--- src/rtl/traffic_pkg.sv ---
// Shared traffic-light types and constants: timer state encoding, counter
// width and the phase durations the phase FSM drives onto load_val.
package traffic_pkg;

  typedef enum logic {
    IDLE = 1'b0,
    RUN  = 1'b1
  } timer_state_t;

  localparam int unsigned COUNT_W = 6;

  localparam logic [COUNT_W-1:0] GREEN_T  = 6'd30;
  localparam logic [COUNT_W-1:0] YELLOW_T = 6'd5;
  localparam logic [COUNT_W-1:0] RED_T    = 6'd25;

endpackage

--- src/rtl/countdown_timer_if.sv ---
// Control/status bundle between the phase FSM (master) and the countdown
// timer (slave). Clock and reset stay plain ports on the timer.
interface countdown_timer_if #(
  parameter int unsigned WIDTH = 6
);

  logic             start;
  logic [WIDTH-1:0] load_val;
  logic             tick;
  logic             hold;
  logic             abort;
  logic [WIDTH-1:0] count;
  logic             busy;
  logic             done;

  modport master (
    output start, load_val, tick, hold, abort,
    input  count, busy, done
  );

  modport slave (
    input  start, load_val, tick, hold, abort,
    output count, busy, done
  );

endinterface

--- src/rtl/countdown_timer.sv ---
// Loadable down-counter timing one traffic-light phase. Counts down once per
// enabled tick and emits a one-cycle done pulse on reaching zero.
module countdown_timer
  import traffic_pkg::*;
#(
  parameter int unsigned WIDTH = COUNT_W
) (
  input  logic              clk,
  input  logic              reset,
  countdown_timer_if.slave  bus
);

  timer_state_t     state_q, state_n;
  logic [WIDTH-1:0] count_q, count_n;
  logic             done_q, done_n;

  // State, count and done registers with synchronous reset.
  always_ff @(posedge clk) begin
    if (reset) begin
      state_q <= IDLE;
      count_q <= '0;
      done_q  <= 1'b0;
    end else begin
      state_q <= state_n;
      count_q <= count_n;
      done_q  <= done_n;
    end
  end

  // Next-state logic: abort beats start, start beats tick/hold.
  always_comb begin
    state_n = state_q;
    count_n = count_q;
    done_n  = 1'b0;
    if (bus.abort) begin
      state_n = IDLE;
      count_n = '0;
    end else if (bus.start) begin
      if (bus.load_val != '0) begin
        state_n = RUN;
        count_n = bus.load_val;
      end else begin
        // Zero-length phase completes immediately.
        state_n = IDLE;
        count_n = '0;
        done_n  = 1'b1;
      end
    end else if (state_q == RUN) begin
      if (bus.tick && !bus.hold) begin
        if (count_q <= WIDTH'(1)) begin
          state_n = IDLE;
          count_n = '0;
          done_n  = 1'b1;
        end else begin
          count_n = count_q - WIDTH'(1);
        end
      end
    end else begin
      count_n = '0;
    end
  end

  assign bus.count = count_q;
  assign bus.busy  = (state_q == RUN);
  assign bus.done  = done_q;

endmodule
--- src/flat_wrapper.sv ---
// flat-port wrapper written by rule: the top's interface ports become plain ports
module countdown_timer_flat import traffic_pkg::*;
#(
  parameter int unsigned WIDTH = COUNT_W
)
  (clk, reset, bus_start, bus_load_val, bus_tick, bus_hold, bus_abort, bus_count, bus_busy, bus_done);
  countdown_timer_if #(.WIDTH(WIDTH)) bus_i ();
  input  logic clk;
  input  logic reset;
  input wire logic [$bits(bus_i.start)-1:0] bus_start;
  input wire logic [$bits(bus_i.load_val)-1:0] bus_load_val;
  input wire logic [$bits(bus_i.tick)-1:0] bus_tick;
  input wire logic [$bits(bus_i.hold)-1:0] bus_hold;
  input wire logic [$bits(bus_i.abort)-1:0] bus_abort;
  output wire logic [$bits(bus_i.count)-1:0] bus_count;
  output wire logic [$bits(bus_i.busy)-1:0] bus_busy;
  output wire logic [$bits(bus_i.done)-1:0] bus_done;
  assign bus_i.start = bus_start;
  assign bus_i.load_val = bus_load_val;
  assign bus_i.tick = bus_tick;
  assign bus_i.hold = bus_hold;
  assign bus_i.abort = bus_abort;
  assign bus_count = bus_i.count;
  assign bus_busy = bus_i.busy;
  assign bus_done = bus_i.done;
  countdown_timer #(.WIDTH(WIDTH)) u_core (.clk(clk), .reset(reset), .bus(bus_i));
endmodule
--- config.mk ---
export PLATFORM = sky130hd
export DESIGN_NAME = countdown_timer_flat
export DESIGN_NICKNAME = d
export VERILOG_FILES = /design/src/rtl/traffic_pkg.sv /design/src/rtl/countdown_timer_if.sv /design/src/rtl/countdown_timer.sv /design/src/flat_wrapper.sv
export SDC_FILE = /design/constraint.sdc
export NUM_CORES = 1
export LEC_CHECK = 0
export CORE_AREA = 2 2 39 41
export DETAILED_ROUTE_END_ITERATION = 16
export DIE_AREA = 0 0 41 43
export HOLD_SLACK_MARGIN = 0.08
export PLACE_DENSITY = 0.78
export SLEW_MARGIN = 20
export SYNTH_ARGS = -nofsm -noshare
export SYNTH_HDL_FRONTEND = slang
export SYNTH_SLANG_ARGS = --single-unit
--- constraint.sdc ---
create_clock -name clk -period 3 [get_ports clk]
set_clock_uncertainty 0.15 [all_clocks]
set_input_delay 0.3 -clock clk [delete_from_list [all_inputs] [get_ports clk]]
set_output_delay 0.3 -clock clk [all_outputs]
set_load 0.005 [all_outputs]
### After elaboration in Yosys (flattened, before gate mapping)

Cells that the tools add are included.

* register bits: 8
* word-level logic and storage cells: 25

* $add $sub $neg: 1
* $lt $le $gt $ge: 1
* equality and inequality tests: 1
* mux-type cells: 15
* reduce and logical (&&, ||, !) cells: 4

Operator list (number)
* $mux W6: 5
* $mux W1: 10
* $le A6 B1 Y1 const B: 1
* $reduce_bool A6 Y1: 1
* $sub A6 B1 Y6 const B: 1
* $ne A3 B3 Y1 const B: 1
* $reduce_or A2 Y1: 1
* $logic_and A1 B1 Y1: 1
* $logic_not A1 Y1: 1

### Logic depth before layout (Yosys ltp)

Gate-level depths: netlist (run 1).

* depth after elaboration: 5
* mapped depth: 5
* gate-level depth less buffers: 5

### Least setup slack after synthesis (run 1)

OpenSTA, ideal clock, no wires.

* path kind: register -> register
* from: register u_core.count_q[3] (netlist: u_core.bus.count[3])
* to: register u_core.state_q (netlist: u_core.bus.busy)
* library setup time: 134 ps
* data arrival time: 1296 ps
* data required time: 2716 ps
* slack: 1420 ps
* stages on the path, launching flop included: 5
* path buffers: 1
* cells stage by stage: dfxtp_1 buf_6 or4_4 o31ai_1 a211oi_1

* word-level cells in the longest chain between the ends: 5

RTL lines
* start: declaration: RTL line countdown_timer.sv:14 `logic [WIDTH-1:0] count_q, count_n;`
* start signal: assignment: RTL line countdown_timer.sv:25 `count_q <= count_n;`
* $le A6 B1 Y1: RTL line countdown_timer.sv:50 `if (count_q <= WIDTH'(1)) begin`
* $mux W1: RTL line countdown_timer.sv:50
* $mux W1: RTL line countdown_timer.sv:49 `if (bus.tick && !bus.hold) begin`
* $mux W1: RTL line countdown_timer.sv:48 `end else if (state_q == RUN) begin`
* $mux W1: RTL line countdown_timer.sv:38 `end else if (bus.start) begin`
* end signal: assignment: RTL line countdown_timer.sv:24 `state_q <= state_n;`
* end: declaration: RTL line countdown_timer.sv:13 `timer_state_t state_q, state_n;`

No other way between the ends.
A chain may end at the register's enable or synchronous reset.

### Worst setup path after layout (run 1)

* from: input port bus_start
* to: register u_core.done_q (netlist: u_core.bus.done)

* word-level cells in the longest chain between the ends: 1

RTL lines
* start: declaration: RTL line flat_wrapper.sv:10 `input wire logic [$bits(bus_i.start)-1:0] bus_start;`
* $mux W1: RTL line countdown_timer.sv:38
* end signal: assignment: RTL line countdown_timer.sv:26 `done_q <= done_n;`
* end: declaration: RTL line countdown_timer.sv:15 `logic done_q, done_n;`

No other way between the ends.

==> impl_results.md, run 1 <==
* Post-synth top cells: dfxtp_1 (8), inv_1 (4), nand2_1 (4)
* CTS tree: yes
* Final core occ at 0.552
* Most numerous cell in the Yosys netlist: dfxtp_1
* Total Power at 0.267 mW
* Final ANT Viol Nets at 0
* HP Class: register to register
* Fin crit period at 1.90 ns
* Maximum VDD drop at 0.000135 V
* Ant diodes at 0
* Top layer in use: met4
* FF-to-FF path depth at 5
* Gr ovfl total at 0
* DR iter-0 viols at 33
* Cts hold-fix bufs at 0
* # fillers at 132
* Syn avg cell area at 8.72 µm²
* WHS Path Cells at 2
* Core Rows at 14
* Reg area at about 160 µm²
* Post-synth EDFFs at 0
* Max_slew headroom at 0.734
* Hold Violations, Final at 0
* Crit-path max FO at 12
* Critical path, cell by cell: clkdlybuf4s50_1 -> or4b_1 -> nor4_1 -> o21a_1
* Period Utilization, post-route at 0.633
* WP data required at between 3 and 4 ns
* CTS Buffer Depth at 2
* Final slew viol count at 0
* Fmax achieved at 0.527 GHz
* Placer Congestion at 0.862
* Post-CTS sizing at 0
* Largest net degree at the start of global routing at 13
* Worst slew pin tran at approximately 0.40 ns
* Vias in the first global route at 534
* Setup bufs post-CTS at 0
* Worst-Skew Late Latency at 0.26 ns
* # DRC at 0
* Via-to-Cell Ratio at 6.37
* Die area at 1760 µm²
* Area of the multi-input gates at 357 µm²
* Fin nets at 98
* Worst path max stage delay at about 0.69 ns
* DR WL met3 at ~130 µm
* Post-synth top area cell: dfxtp_1
* DIE HEIGHT at 43 µm
* Slowest-stage cell, CP: clkdlybuf4s50_1
* Setup TNS at 0 ns
* Syn_nets at 78
* Top cell type's share of synthesized area at 0.287
* Placeable Area at about 1400 µm²
* FF+latch count, synth at 8
* Initial Util at 0.403
* RSZ-0062 raised after global routing: no
* CP arrival at 1.96 ns
* Max-cap viol count at 0
* Via count at 624
* Clock root cell: clkbuf_4
* Lkg Pwr at 0.258 nW
* Initial antenna violation count at 0
* Syn Inst Count at 64
* Sink Count at 8
* Critical path startpoint category: input pin
* Total track usage at 0.200
* Pwr Density at 349 nW/µm²
* Total iterations of the first detailed-routing run at 4
* DPL Wire Length at between 1000 and 1500 µm
* Met1 wire length at 657 µm
* Synth unique cells at 34
* Per-cell routed wire length at 15.7 µm
* Crit. End Element: register
* Yosys Warn Count at 0
* Layout cells sized above 1 at 0.0976
* Synth Flop Type: dfxtp_1
* CTS buffer count at 3
* Global-route wire length before repair at 2390 µm
* Number of I/O port buffers at 19
* Synth area leaders: dfxtp_1 (29%), a311oi_1 (4.7%), ha_1 (4.5%), nand3b_1 (4.0%), o211ai_1 (4.0%)
* WS Path Type: input pin to register
* Die X at between 40 and 50 µm
* Status: finished, final reports clean
* Met2 wire len at roughly 730 µm
* Clk slew on worst S/H paths at 0.06 ns
* Total Wirelength at ~1500 µm
* H-tree depth at 1
* Boundary Pins at 20
* FFs w/ async S/R, synth at 0
* Area Overhead vs Synth at 37.0%
* Endpoints failing setup at 0
* Mapped cell area at between 500 and 600 µm²
* Seq/Total Area, Yosys at 0.287
## critical path, delay by kind of cell
family          cells  cell delay (ns)
buf+inv             1             0.69
simple gates        2             0.79
compound gates      1             0.18
## path summary, 6_finish.rpt
| check | start | to | slack [ns] |
|---|---|---|---|
| setup reg to reg | u_core.bus.count[0] | u_core.bus.count[0] | 1.25 |
| setup / recovery | bus_start | u_core.bus.done | 1.10 |
| hold / removal | u_core.bus.count[5] | u_core.bus.count[5] | 0.42 |
| hold reg to reg | u_core.bus.count[5] | u_core.bus.count[5] | 0.42 |
## metal layers
layer	vias to the layer above	track usage
li1	290	-
met1	288	0.262
met2	40	0.294
met3	6	0.0366
met4	0	0.113
met5	-	0
## flip-flops by register name (all words and copies together) (netlist names)
| register | flops |
|---|---|
| u_core.bus.count | 6 |
| u_core.bus.done | 1 |
| u_core.bus.busy | 1 |
## through the flow
stage / hold WS, ns / worst slack (ns) / area [µm²] / std cells
floorplan: 0.318 / 1.42 / 558 / 64
global placement: 0.394 / 0.948 / 742 / 95
detailed placement: 0.399 / 0.872 / 742 / 95
CTS: 0.420 / 1.12 / 764 / 98
global route: 0.454 / 0.945 / 764 / 98
finish: 0.421 / 1.10 / 764 / 98
## layout make-up
| cell class | instances | area share |
|---|---|---|
| Inverter | 4 | 0.0196 |
| Tap cell | 16 | 0.0262 |
| Clock buffer | 3 | 0.0295 |
| Multi-Input combinational cell | 48 | 0.466 |
| Sequential cell | 8 | 0.209 |
| Timing Repair Buffer | 19 | 0.249 |
## layout by cell type (no fill, tap or decap), drive strengths merged
cell / instances
a211oi: 2
a21oi: 2
a221oi: 1
a311oi: 3
a32oi: 2
and2b: 1
clkbuf: 3
clkdlybuf4s50: 19
dfxtp: 8
ha: 2
inv: 4
mux2i: 1
nand2: 4
nand2b: 2
nand3b: 3
nor2: 2
nor2b: 1
nor3: 3
nor3b: 1
nor4: 4
o211ai: 3
o21a: 1
o22ai: 1
o311a: 1
o31ai: 3
or2: 1
or3: 1
or4: 2
or4b: 1
## power breakdown
part	switching [mW]	leakage (nW)	total, mW	internal, mW
logic	0.0271	0.179	0.0608	0.0336
registers	0.00620	0.0652	0.116	0.110
clock network	0.0436	0.0138	0.0898	0.0463
## logic make-up after synthesis
group	share of synthesized area
compound gates	0.265
buf+inv	0.0740
simple gates	0.312
fa+ha+maj	0.0448
flops	0.287
mux	0.0179
Power figures use the tool's default switching activity.
==> run 2: changes to the inputs <==
Settings changed: CORE_AREA 2 2 39 41 to unset, CORE_MARGIN set to 2, CORE_UTILIZATION set to 38, DIE_AREA 0 0 41 43 to unset, PLACE_DENSITY 0.78 to 0.74.
Clock period 3 ns to 1.7 ns, I/O delays scaled along.
==> run 2 against run 1 <==
Total power grew 83%. Critical path depth grew 1. Final cell count grew 12%. Critical path type is now register to register. Combinational power grew 120%. Global-route usage shrank 1.4 points. Count of clock-buffer cells in the layout is the same. Die area grew 1.6%. Wire length grew 2.3%. Sequential cell count is the same. First-iteration DRC count shrank 52%.
==> impl_results.md, run 2 (same netlist as run 1, synthesis figures left out) <==
* Final core occ at 0.650 (was 0.552)
* Period Utilization, post-route at 0.928
* Crit. End Element: register (unchanged)
* Layout cells sized above 1 at 0.232 (was 0.0976)
* CP arrival at 1.59 ns (was 1.96 ns)
* Area Overhead vs Synth at 55.4% (was 37.0%)
* Via-to-Cell Ratio at 5.93 (was 6.37)
* # fillers at 128 (was 132)
* Sink Count at 8 (unchanged)
* Crit-path max FO at 3 (was 12)
* Pre-CTS setup slack at -0.196 ns (was 0.872 ns)
* CTS buffer count at 3 (unchanged)
* Critical path, cell by cell: inv_1 -> ha_1 -> nand3b_1 -> o311a_2 -> a311oi_1 (was clkdlybuf4s50_1 -> or4b_1 -> nor4_1 -> o21a_1)
* Final instance area at 867 µm² (was 764 µm²)
* Status: finished, final reports clean (unchanged)
* Hold Violations, Final at 0 (unchanged)
* Initial Util at 0.418 (was 0.403)
* Pwr Density at 562 nW/µm² (was 349 nW/µm²)
* Die area at 1790 µm² (was 1760 µm²)
* Via count at 652 (was 624)
* Final worst slack at 0.123 ns (was 1.10 ns)
* DR iter-0 viols at 16 (was 33)
* Clock root cell: clkbuf_4 (unchanged)
* Placeable Area at 1330 µm² (was 1380 µm²)
* Setup TNS at 0 ns (unchanged)
* Vias in the first global route at 553 (was 534)
* DIE HEIGHT at 42.3 µm (was 43 µm)
* HP Class: register to register (unchanged)
* Endpoints failing setup at 0 (unchanged)
* Most frequent cells in the layout: clkdlybuf4s50_1 (19), buf_4 (13), dfxtp_1 (8) (was clkdlybuf4s50_1 (19), dfxtp_1 (8), inv_1 (4), nand2_1 (4))
* Boundary Pins at 20 (unchanged)
* Initial antenna violation count at 0 (unchanged)
* WP data required at 1.72 ns (was 3.06 ns)
* Dpl cell area at 838 µm² (was 742 µm²)
* Number of I/O port buffers at 19 (unchanged)
* CTS Buffer Depth at 2 (unchanged)
* Gr ovfl total at 0 (unchanged)
* Largest net degree at the start of global routing at 9 (was 13)
* Reg area at 160 µm² (unchanged)
* Global-route wire length before repair at 2550 µm (was 2390 µm)
* Fmax achieved at 0.634 GHz
* # DRC at 0 (unchanged)
* Area of the multi-input gates at 363 µm² (was 357 µm²)
* Worst slew pin tran at 0.332 ns (was 0.398 ns)
* Cts hold-fix bufs at 0 (unchanged)
* Max FFs per register at 6 (unchanged)
* Max_slew headroom at 0.776 (was 0.734)
* Die X at 42.3 µm (was 41 µm)
* DPL Wire Length at 1220 µm (was 1100 µm)
* WS Path Type: register to register (was input pin to register)
* Hold slack at 0.395 ns (was 0.421 ns)
* Commonest non-fill, non-tap cell in the layout: clkdlybuf4s50_1 (unchanged)
* Core Rows at 13 (was 14)
* RSZ-0062 raised after global routing: no (unchanged)
* Per-cell routed wire length at 14.3 µm (was 15.7 µm)
* Maximum VDD drop at 0.000349 V (was 0.000135 V)
* Slowest-stage cell, CP: o311a_2 (was clkdlybuf4s50_1)
* Total iterations of the first detailed-routing run at 4 (unchanged)
* Total track usage at 0.186 (was 0.200)
* Clk slew on worst S/H paths at 0.06 ns (about the same)
* Lkg Pwr at 0.323 nW (was 0.258 nW)
* Worst path max stage delay at 0.35 ns (was 0.69 ns)
* H-tree depth at 1 (unchanged)
* Ant diodes at 0 (unchanged)
* Placer Congestion at 0.874 (was 0.862)
* Fin nets at 111 (was 98)
* Final ANT Viol Nets at 0 (unchanged)
* Worst-Skew Late Latency at 0.26 ns (about the same)
* Final slew viol count at 0 (unchanged)
* Fin crit period at 1.58 ns
* Critical path startpoint category: register (was input pin)
* CTS tree: yes (unchanged)
* Max-cap viol count at 0 (unchanged)
* Total Wirelength at 1580 µm (was 1540 µm)
run 2: what timing repair did:
action,in CTS,in global routing
endpoints found under the setup margin,0,2
resized for setup,0,1
buffers inserted,0,0
run 2: area by class of cell:
class / instances / share of cell area
Multi-Input combinational cell: 48 / 0.418
Sequential cell: 8 / 0.185
Clock buffer: 3 / 0.0260
Inverter: 4 / 0.0173
Tap cell: 15 / 0.0216
Timing Repair Buffer: 32 / 0.332
run 2: layer usage:
metal | wire length [µm] | vias to the layer above | part of all wire | global-route usage
li1 | - | 315 | - | -
met1 | 706 | 301 | 0.45 | 0.251
met2 | 723 | 31 | 0.46 | 0.271
met3 | 113 | 5 | 0.072 | 0.0474
met4 | 33 | 0 | 0.021 | 0.0938
met5 | 0 | - | 0 | 0
run 2: final timing paths:
kind,start,to,slack [ns],cells past startpoint
setup reg to reg,u_core.bus.count[0],u_core.bus.count[4],0.12,5
hold reg to reg,u_core.bus.count[5],u_core.bus.count[5],0.40,2
hold / removal,u_core.bus.count[5],u_core.bus.count[5],0.40,2
setup / recovery,u_core.bus.count[0],u_core.bus.count[4],0.12,5
run 2: power breakdown:
| group | total [mW] | internal (mW) | switching [mW] | leakage, nW |
|---|---|---|---|---|
| clock network | 0.155 | 0.0814 | 0.0733 | 0.0138 |
| registers | 0.199 | 0.194 | 0.00537 | 0.0652 |
| logic | 0.133 | 0.0764 | 0.0567 | 0.244 |
run 2: stage by stage:
| step | power [mW] | instances |
|---|---|---|
| 3_5_place_dp | 0.334 | 107 |
| 6_report | 0.487 | 110 |
| 2_1_floorplan | 0.263 | 64 |
| 5_1_grt | 0.507 | 110 |
| 3_3_place_gp | 0.333 | 107 |
| 4_1_cts | 0.482 | 110 |
run 2: worst max-delay path: cells and delay by family (launching register included):
kind | cells | cell delay, ns
buffers and inverters | 1 | 0.07
flip-flops | 1 | 0.31
adder cells (fa/ha/maj) | 1 | 0.20
AND/OR/NAND/NOR | 1 | 0.15
AO/OA/AOI/OAI | 2 | 0.60
